<file path="src/rtl/hc_piso_tx.sv">
`default_nettype none
// ============================================================================
// Module   : hc_piso_tx
// Purpose  : Parallel-in / serial-out transmitter. A start request captures
//            an 8-bit parallel word, which is then shifted out one bit per
//            DIV clocks with a bit strobe and busy/done status. Modelled as a
//            17-pin device using library pin numbering.
// Revision : 1.0 - initial release
// ----------------------------------------------------------------------------
// Parameters
//   DIV        clocks per serial bit, legal range 1..256
//   MSB_FIRST  1 = D7 transmitted first, 0 = D0 transmitted first
// Ports
//   p1         in   synchronous active-high reset
//   p2         in   clock (rising edge)
//   p3..p10    in   parallel data D0..D7
//   p11        in   DS, serial fill bit entering the vacated tail
//   p12        in   start request
//   p13        out  Q, current serial bit (head of shift register)
//   p14        out  nQ, inverse of Q
//   p15        out  busy, high while a word is being shifted
//   p16        out  done, one-cycle pulse after the last bit period
//   p17        out  bit strobe, first cycle of each bit period
// ============================================================================
module hc_piso_tx #(
  parameter int DIV       = 1,
  parameter bit MSB_FIRST = 1'b1
) (
  input  logic p1,
  input  logic p2,
  input  logic p3,
  input  logic p4,
  input  logic p5,
  input  logic p6,
  input  logic p7,
  input  logic p8,
  input  logic p9,
  input  logic p10,
  input  logic p11,
  input  logic p12,
  output logic p13,
  output logic p14,
  output logic p15,
  output logic p16,
  output logic p17
);

  // Terminal value of the per-bit divider. DIV=256 maps onto 8'hFF.
  localparam logic [7:0] DIV_LAST = 8'(DIV - 1);

  typedef enum logic [1:0] {
    ST_IDLE  = 2'd0,
    ST_SHIFT = 2'd1,
    ST_DONE  = 2'd2
  } state_t;

  // --------------------------------------------------------------------------
  // Pin aliases
  // --------------------------------------------------------------------------
  logic       clk;
  logic       rst;
  logic [7:0] d_word;
  logic       ds;
  logic       start;

  assign clk    = p2;
  assign rst    = p1;
  assign d_word = {p10, p9, p8, p7, p6, p5, p4, p3};
  assign ds     = p11;
  assign start  = p12;

  // --------------------------------------------------------------------------
  // State
  // --------------------------------------------------------------------------
  state_t     state_q,  state_d;
  logic [7:0] sr_q,     sr_d;
  logic [2:0] bitcnt_q, bitcnt_d;
  logic [7:0] divcnt_q, divcnt_d;

  // Decoded helpers
  logic       bit_end;   // last clock of the current bit period
  logic       head_bit;  // bit currently presented on Q
  logic [7:0] sr_shifted;

  assign bit_end = (divcnt_q == DIV_LAST);

  // Shift direction: the head moves away and DS fills the opposite end, so
  // after a full word the register holds the last eight DS samples.
  generate
    if (MSB_FIRST) begin : g_msb_first
      assign head_bit   = sr_q[7];
      assign sr_shifted = {sr_q[6:0], ds};
    end else begin : g_lsb_first
      assign head_bit   = sr_q[0];
      assign sr_shifted = {ds, sr_q[7:1]};
    end
  endgenerate

  // --------------------------------------------------------------------------
  // Next-state logic
  // --------------------------------------------------------------------------
  always_comb begin
    state_d  = state_q;
    sr_d     = sr_q;
    bitcnt_d = bitcnt_q;
    divcnt_d = divcnt_q;

    case (state_q)
      ST_IDLE: begin
        if (start) begin
          sr_d     = d_word;
          bitcnt_d = 3'd0;
          divcnt_d = 8'd0;
          state_d  = ST_SHIFT;
        end
      end

      ST_SHIFT: begin
        // Start is deliberately ignored while a word is in flight.
        if (bit_end) begin
          divcnt_d = 8'd0;
          sr_d     = sr_shifted;
          if (bitcnt_q == 3'd7) begin
            state_d = ST_DONE;
          end else begin
            bitcnt_d = bitcnt_q + 3'd1;
          end
        end else begin
          divcnt_d = divcnt_q + 8'd1;
        end
      end

      ST_DONE: begin
        // Accepting start here gives back-to-back words with only the
        // single DONE cycle between them.
        if (start) begin
          sr_d     = d_word;
          bitcnt_d = 3'd0;
          divcnt_d = 8'd0;
          state_d  = ST_SHIFT;
        end else begin
          state_d  = ST_IDLE;
        end
      end

      default: begin
        state_d = ST_IDLE;
      end
    endcase
  end

  // --------------------------------------------------------------------------
  // Registers
  // --------------------------------------------------------------------------
  always_ff @(posedge clk) begin
    if (rst) begin
      state_q  <= ST_IDLE;
      sr_q     <= 8'd0;
      bitcnt_q <= 3'd0;
      divcnt_q <= 8'd0;
    end else begin
      state_q  <= state_d;
      sr_q     <= sr_d;
      bitcnt_q <= bitcnt_d;
      divcnt_q <= divcnt_d;
    end
  end

  // --------------------------------------------------------------------------
  // Outputs
  // --------------------------------------------------------------------------
  assign p13 = head_bit;
  assign p14 = ~head_bit;
  assign p15 = (state_q == ST_SHIFT);
  assign p16 = (state_q == ST_DONE);
  assign p17 = (state_q == ST_SHIFT) && (divcnt_q == 8'd0);

endmodule

`default_nettype wire

</file>
<file path="config.mk">
export PLATFORM = sky130hd
export DESIGN_NAME = hc_piso_tx
export DESIGN_NICKNAME = d
export VERILOG_FILES = /design/src/rtl/hc_piso_tx.sv
export SDC_FILE = /design/constraint.sdc
export NUM_CORES = 1
export LEC_CHECK = 0
export CAP_MARGIN = 20
export CORE_MARGIN = 1.5
export CORE_UTILIZATION = 27
export CTS_BUF_LIST = sky130_fd_sc_hd__clkbuf_4 sky130_fd_sc_hd__clkbuf_8 sky130_fd_sc_hd__clkbuf_16
export CTS_CLUSTER_DIAMETER = 100
export DETAILED_ROUTE_END_ITERATION = 12
export GPL_TIMING_DRIVEN = 0
export PLACE_DENSITY = 0.59
export SYNTH_ARGS = -nofsm -noshare
export SYNTH_HDL_FRONTEND = slang
export SYNTH_SLANG_ARGS = --single-unit
</file>
<file path="constraint.sdc">
create_clock -name p2 -period 1.56 [get_ports p2]
set_input_delay 0.312 -clock p2 [delete_from_list [all_inputs] [get_ports p2]]
set_output_delay 0.312 -clock p2 [all_outputs]
set_load 0.03 [all_outputs]
</file>
==> impl_results.rst, run 1 <==
.. list-table::
   :header-rows: 1

   * - Metric
     - Value
   * - Switch share
     - 28.1%
   * - Clk sink count
     - 21
   * - Proportion of power drawn by the clock network
     - 29.6%
   * - Final count of negative-setup-slack endpoints
     - 7
   * - PortBufs
     - 15
   * - Gate count after technology mapping
     - 110
   * - Total routed wirelength
     - 2.51 mm
   * - Layout area overhead
     - 46.0%
   * - DRC violation count after routing
     - 0
   * - Detailed route wirelength on metal2
     - 1.25 mm
   * - Required time at the endpoint of the critical path
     - 1.25 ns
   * - Number of register bits inferred by synthesis
     - 21
   * - Total of warnings raised by yosys
     - 0
   * - Clock latency at the later pin of the worst-skew pair
     - 0.26 ns
   * - Die Span Y
     - 65.4 um
   * - Final critical delay including setup and external delays
     - 1.70 ns
   * - Power Density
     - 807 nW/um^2
   * - Top cells by instance count after synthesis
     - dfxtp_1, nor2_1, mux2i_1, a211oi_1, a21oi_1
   * - Number of placement rows
     - 22
   * - Violated checks
     - negative setup slack
   * - Max-cap violations
     - 0
   * - Share of power burned in combinational logic
     - 23.1%
   * - Overall die area
     - 4280 sq um
   * - Total via count in the routed design
     - 930
   * - Post-route worst setup slack
     - -0.141 ns
   * - Unrepaired setup endpoints after global routing
     - yes
   * - Timing-limited maximum frequency
     - 588 MHz
   * - Data arrival time of the critical path
     - 1.39 ns
   * - Mapped Avg Cell Area
     - 9.57 sq um
   * - Maximum clock path buffer count
     - 2
   * - Worst Clk Skew
     - 0.00146 ns
   * - Buffer cell driving the clock tree root
     - clkbuf_8
   * - Post-DP HPWL
     - 1.47 mm
   * - Synthesized net count
     - 126
   * - Maximum number of pins on one net before global-route repair
     - 13
   * - Highest layer used for signal routing
     - met4
   * - Post-route worst hold slack
     - 0.500 ns
   * - Most frequent cell after synthesis
     - dfxtp_1
   * - Fraction of final layout cells with drive strength greater than 1
     - 36.8%
   * - Cell area after placement
     - 1260 sq um
   * - Static leakage
     - 0.600 nW
   * - First-iteration detailed-routing DRC count
     - 15
   * - Worst Hold Class
     - reg -> reg
   * - CORE AREA
     - 3690 sq um
   * - CTS tree
     - yes
   * - Dominant register cell in the synthesized netlist
     - dfxtp_1
   * - Worst r2r src
     - divcnt_q[0]
   * - Outcome
     - complete, but fails checks
   * - Average detailed-routed wire length per instance
     - 13.1 um
   * - Worst Setup Path Type
     - reg -> out
   * - Via count of the first global-routing pass
     - 934
   * - Internal power contribution
     - 0.892 mW
   * - Hold buffers post-CTS
     - 0
   * - CP Launch Type
     - register
   * - Total global routing track utilization
     - 11.5%
   * - Share of power burned in registers
     - 47.3%
   * - Hold path start
     - sr_q[2]
   * - Area share of the largest cell type after synthesis
     - 40.0%
   * - Final cycle utilization of the critical path
     - 109%
   * - Antenna fix cells
     - 0
   * - Final design area excluding fillers
     - 1540 sq um
   * - Slowest cell delay on critical path
     - 0.33 ns
   * - Sum of routed wire segments on met1
     - 1.11 mm
   * - Cell area after synthesis
     - 1050 sq um
   * - Total I/O pin count
     - 17
   * - Number of synthesized flops with an enable pin
     - 0
   * - Area leader, netlist
     - dfxtp_1
   * - Average via count per standard cell
     - 4.84
   * - Residual antenna-violating net count after detailed routing
     - 0
   * - Top cells by area, synth
     - dfxtp_1, mux2i_1, nor2_1, ha_1, a211oi_1
   * - Horiz. Die Dim
     - 65.4 um
   * - Nets
     - 161
   * - Largest fanout on the critical path
     - 2
   * - Global-route wire length before repair
     - 3.90 mm
   * - Switching Power
     - 0.348 mW
   * - Critical Path End Type
     - output port
   * - Overflow left after global routing
     - 0
   * - Actual transition at the worst max-transition pin
     - 0.591 ns
   * - Initial cell density of the core
     - 28.5%
   * - Max VDD drop
     - 408 uV
   * - Final Wtd Congestion
     - 0.720
   * - Cell-by-cell listing of the critical path
     - inv_2 -> ha_4 -> nor4b_4 -> and3_4 -> buf_6
   * - Antenna violations before repair
     - 0
   * - Worst rel slew slack
     - 60.6%
   * - Fraction of the yosys area taken by sequential cells
     - 40.0%
   * - Startpoint of the worst setup timing path
     - divcnt_q[0]
   * - Synth cell types
     - 33
   * - Number of CTS-inserted buffers
     - 3
   * - Number of H-tree branching levels
     - 1
   * - Number of hold violations in the final report
     - 0
   * - FFs w/ async S/R, synth
     - 0%
   * - Clock edge transition at the registers on the reported setup and hold paths
     - 0.08 ns
   * - Critical-path top delay cell
     - dfxtp_2
   * - Max Slew Vio Count
     - 0
   * - Detailed route wirelength on metal3
     - 107 um
   * - Number of search-and-repair iterations in the first detailed-routing pass
     - 4
flip-flops by register name, summed over array words and instances (netlist names):
name / flops
divcnt_q: 8
bitcnt_q: 3
state_q: 2
sr_q: 8
repair_timing:
| item | in CTS | in global routing |
|---|---|---|
| gates cloned | 1 | 0 |
| endpoints found under the setup margin | 20 | 21 |
| pin swaps | 9 | 12 |
| resized for setup | 33 | 16 |
| setup buffers | 10 | 5 |
kinds of logic (layout without fill, tap and decap cells):
group	count (synthesis)	after routing	share of synthesized area (%)
compound gates	28	28	20.0
xor+xnor	2	2	1.66
fa+ha+maj	4	4	4.76
buf+inv	9	43	4.87
flops	21	21	40.0
mux	9	9	8.56
simple gates	37	37	20.2
metrics by stage:
step | worst slack [ns] | setup TNS, ns | cells | utilization, % | total power [mW]
global route | -0.197 | -1.54 | 192 | 41.7 | 1.29
detailed placement | -0.604 | -1.86 | 173 | 34.2 | 0.816
floorplan | 0.0810 | 0 | 110 | - | 0.743
global placement | -0.607 | -1.55 | 173 | 34.2 | 0.811
CTS | -0.104 | -0.113 | 188 | 39.7 | 1.22
finish | -0.141 | -0.317 | 192 | 41.7 | 1.24
area by class of cell:
cell class,count,area (sq um)
Buffer,4,35.0
Tap cell,48,60.1
Sequential cell,21,423
Clock buffer,3,41.3
Timing Repair Buffer,30,288
Inverter,5,18.8
Fill cell,367,2150
Clock inverter,1,5.00
Multi-Input combinational cell,80,666
critical path, delay by kind of cell (launching register included):
| kind | cells | cell delay, ns |
|---|---|---|
| fa+ha+maj | 1 | 0.13 |
| simple gates | 2 | 0.47 |
| buf+inv | 2 | 0.20 |
| flops | 1 | 0.33 |
power by group through the flow:
stage	sequential, mW	combinational, mW	clock [mW]
detailed placement	0.596	0.220	0
floorplan	0.598	0.145	0
global placement	0.594	0.217	0
global route	0.591	0.310	0.391
CTS	0.583	0.263	0.370
finish	0.586	0.287	0.366
worst paths after layout:
kind                      end  slack, ns  depth (start not counted)
setup reg to reg  divcnt_q[4]      -0.05                          8
setup / recovery          p17      -0.14                          5
hold reg to reg       sr_q[2]       0.50                          2
hold / removal        sr_q[2]       0.50                          2
routing by layer:
| layer | global-route usage [%] | vias up |
|---|---|---|
| met2 | 20.7 | 16 |
| met5 | 0 | - |
| met4 | 3.39 | 0 |
| met1 | 13.1 | 442 |
| li1 | - | 466 |
| met3 | 3.60 | 6 |
cell usage in the layout (no fill, tap or decap), drive strengths merged, types with 2 or more instances in the layout:
cell,synthesis,routed
a211oi,9,9
a21oi,6,6
a22oi,4,4
a31oi,5,5
and3,3,3
buf,2,19
clkbuf,2,5
clkdlybuf4s50,0,10
dfxtp,21,21
dlygate4sd2,0,2
ha,4,4
inv,5,5
mux2i,9,9
nand2b,3,3
nand3,2,2
nor2,18,18
nor3,3,3
o21ai,2,2
xnor2,2,2
(Power assumes the default switching activity.)
==> inputs of run 2 (changes only) <==
==> config.mk (replaced) <==
export PLATFORM = sky130hd
export DESIGN_NAME = hc_piso_tx
export DESIGN_NICKNAME = d
export VERILOG_FILES = /design/src/rtl/hc_piso_tx.sv
export SDC_FILE = /design/constraint.sdc
export NUM_CORES = 1
export LEC_CHECK = 0
export CAP_MARGIN = 40
export CORE_MARGIN = 1.5
export CORE_UTILIZATION = 27
export CTS_BUF_LIST = sky130_fd_sc_hd__clkbuf_4 sky130_fd_sc_hd__clkbuf_8 sky130_fd_sc_hd__clkbuf_16
export CTS_CLUSTER_DIAMETER = 100
export DETAILED_ROUTE_END_ITERATION = 12
export GPL_TIMING_DRIVEN = 1
export PLACE_DENSITY = 0.57
export SYNTH_ARGS = -nofsm -noshare
export SYNTH_HDL_FRONTEND = slang
export SYNTH_SLANG_ARGS = --single-unit
==> constraint.sdc (replaced) <==
create_clock -name p2 -period 2 [get_ports p2]
set_input_delay 0.4 -clock p2 [delete_from_list [all_inputs] [get_ports p2]]
set_output_delay 0.4 -clock p2 [all_outputs]
set_load 0.03 [all_outputs]
==> run 2 against run 1 <==
Compared with the run above: the run now ends clean; register-to-register slack gained 0.36 ns; worst setup slack better by 0.26 ns; clock-buffer cell count is 1 higher; global-route usage is 0.68 points lower; clock skew is 0.00076 ns higher; critical path depth fell by 3; via count shrank 9.6%; largest cell class unchanged; highest routed layer unchanged.
==> impl_results.rst, run 2 (synthesized netlist as in run 1, its figures left out) <==
.. list-table::
   :header-rows: 1

   * - Metric
     - Value
   * - Antenna violations before repair
     - 0 (unchanged)
   * - Fin Setup TNS
     - 0 ns (+0.317 ns)
   * - Reg2Reg Setup Slack
     - 0.31 ns (+0.36 ns)
   * - CP Launch Type
     - register
   * - Total routed wirelength
     - 2.12 mm (-15%)
   * - Max VDD drop
     - 209 uV (-49%)
   * - Die Span Y
     - 65.4 um (unchanged)
   * - DRC violation count after routing
     - 0 (unchanged)
   * - Maximum clock path buffer count
     - 2 (unchanged)
   * - Hold path start
     - divcnt_q[7]
   * - Worst r2r src
     - divcnt_q[0]
   * - First-iteration detailed-routing DRC count
     - 45 (+30)
   * - Largest registers
     - divcnt_q x8, sr_q x8, bitcnt_q x3
   * - Clock edge transition at the registers on the reported setup and hold paths
     - 0.08 ns (about the same)
   * - Post-DP HPWL
     - 1.59 mm (+8.3%)
   * - CTS tree
     - yes
   * - Worst R2R End
     - divcnt_q[2]
   * - Average detailed-routed wire length per instance
     - 11.8 um (-9.8%)
   * - Final cycle utilization of the critical path
     - 94.0%
   * - Actual transition at the worst max-transition pin
     - 0.321 ns (-0.271 ns)
   * - Global-route wire length before repair
     - 3.69 mm (-5.3%)
   * - Worst slack at placement
     - 0.272 ns (+0.876 ns)
   * - PortBufs
     - 16 (+1)
   * - Nets
     - 149 (-7.5%)
   * - Antenna fix cells
     - 0 (unchanged)
   * - Number of CTS-inserted buffers
     - 3 (unchanged)
   * - Commonest cells after routing, fill and taps aside
     - dfxtp_1, nor2_1, clkdlybuf4s50_1
   * - Static leakage
     - 0.511 nW (-15%)
   * - Outcome
     - complete, no violations
   * - Worst Setup Path Type
     - reg -> out
   * - Worst Hold Class
     - reg -> reg
   * - Most common cell after layout, fill and taps aside
     - dfxtp_1
   * - Total I/O pin count
     - 17 (unchanged)
   * - Hold Crit Depth
     - 1 (-1)
   * - Overflow left after global routing
     - 0 (unchanged)
   * - Overall die area
     - 4280 sq um (unchanged)
   * - End of the worst hold path
     - divcnt_q[7]
   * - Horiz. Die Dim
     - 65.4 um (unchanged)
   * - Number of H-tree branching levels
     - 1 (unchanged)
   * - Final critical delay including setup and external delays
     - 1.88 ns
   * - Number of placement rows
     - 22 (unchanged)
   * - Maximum number of pins on one net before global-route repair
     - 17 (+4)
   * - Clk sink count
     - 21 (unchanged)
   * - Data arrival time of the critical path
     - 1.48 ns (+0.09 ns)
   * - Hold buffers post-CTS
     - 0 (unchanged)
   * - Number of hold violations in the final report
     - 0 (unchanged)
   * - Unrepaired setup endpoints after global routing
     - no
   * - Final count of negative-setup-slack endpoints
     - 0 (-7)
   * - Via count of the first global-routing pass
     - 802 (-14%)
   * - Fraction of final layout cells with drive strength greater than 1
     - 18.2% (-19 points)
   * - Post-route worst setup slack
     - 0.120 ns (+0.261 ns)
   * - Worst rel slew slack
     - 78.6% (+18 points)
   * - Critical Path End Type
     - output port
   * - Max-cap violations
     - 0 (unchanged)
   * - Average via count per standard cell
     - 4.67 (-3.5%)
   * - Layout area overhead
     - 26.6%
   * - Number of search-and-repair iterations in the first detailed-routing pass
     - 4 (unchanged)
   * - Depth of the most critical reg-to-reg path
     - 8 (unchanged)
   * - CORE AREA
     - 3690 sq um (unchanged)
   * - Final Wtd Congestion
     - 0.785 (+9.1%)
   * - Clock latency at the later pin of the worst-skew pair
     - 0.26 ns (about the same)
   * - Initial cell density of the core
     - 28.5% (unchanged)
   * - Buffer cell driving the clock tree root
     - clkbuf_8
   * - Max Slew Vio Count
     - 0 (unchanged)
   * - Largest fanout on the critical path
     - 7 (+5)
   * - Worst Clk Skew
     - 0.00222 ns (+0.000757 ns)
   * - Timing-limited maximum frequency
     - 532 MHz
   * - Total via count in the routed design
     - 841 (-9.6%)
   * - Residual antenna-violating net count after detailed routing
     - 0 (unchanged)
   * - Required time at the endpoint of the critical path
     - 1.60 ns (+0.35 ns)
   * - Fin util
     - 36.1% (-5.5 points)
   * - Total global routing track utilization
     - 10.9% (-0.68 points)
   * - Power Density
     - 680 nW/um^2 (-16%)
[run 2: cell types whose count changed in the layout (fill, tap and decap cells not counted), moves of 3 or more]
cell / delta
nor2_2: -3
a211oi_2: -4
clkdlybuf4s50_1: +4
buf_6: -6
nor2_1: +4
a211oi_1: +5
[run 2: worst max-delay path: stages (launching register included)]
cell             delay [ns]
dfxtp_1                0.40
nor2b_1                0.15
clkdlybuf4s50_1        0.68
[run 2: metrics by stage]
| stage | hold WS (ns) | std cells | power, mW | cell area, sq um |
|---|---|---|---|---|
| 2_1_floorplan | 0.450 | 110 | 0.580 | 1050 |
| 3_3_place_gp | 0.457 | 175 | 0.623 | 1270 |
| 3_5_place_dp | 0.490 | 175 | 0.627 | 1270 |
| 4_1_cts | 0.501 | 179 | 0.915 | 1320 |
| 5_1_grt | 0.524 | 180 | 0.955 | 1330 |
| 6_report | 0.498 | 180 | 0.906 | 1330 |
[run 2: how the worst max path moves through the flow]
stage / startpoint / to / slack [ns] / depth (start not counted)
floorplan: divcnt_q[0] / p17 / 0.43 / 4
global placement: p12 / divcnt_q[2] / 0.32 / 4
detailed placement: p12 / sr_q[1] / 0.27 / 5
CTS: divcnt_q[0] / p17 / 0.06 / 5
global route: divcnt_q[0] / p17 / 0.008 / 5
finish: state_q[0] / p16 / 0.12 / 2
[run 2: cell type report]
cell class	count	area, sq um
clock buffers	4	48.8
fillers	390	2360
inverters	5	18.8
multi-input cells	80	584
flip-flops and latches	21	420
well taps	48	60.1
repair buffers	22	200
[run 2: what timing repair did]
| item | in CTS | in global routing |
|---|---|---|
| setup buffers | 0 | 1 |
| setup endpoints to repair | 0 | 1 |
| resized for setup | 0 | 2 |
[run 2: power by group]
part | switching [mW] | internal [mW]
Clock | 0.134 | 0.155
Combinational | 0.0813 | 0.0776
Sequential | 0.0167 | 0.442
Total | 0.232 | 0.674
[run 2: layer usage]
layer  global-route usage, %  up-vias  part of all wire [%]
met5                       0        -                     0
met4                    4.69        0                   1.4
met1                    14.3      378                    52
li1                        -      443                     -
met2                    17.6       15                    43
met3                    1.71        5                   4.0
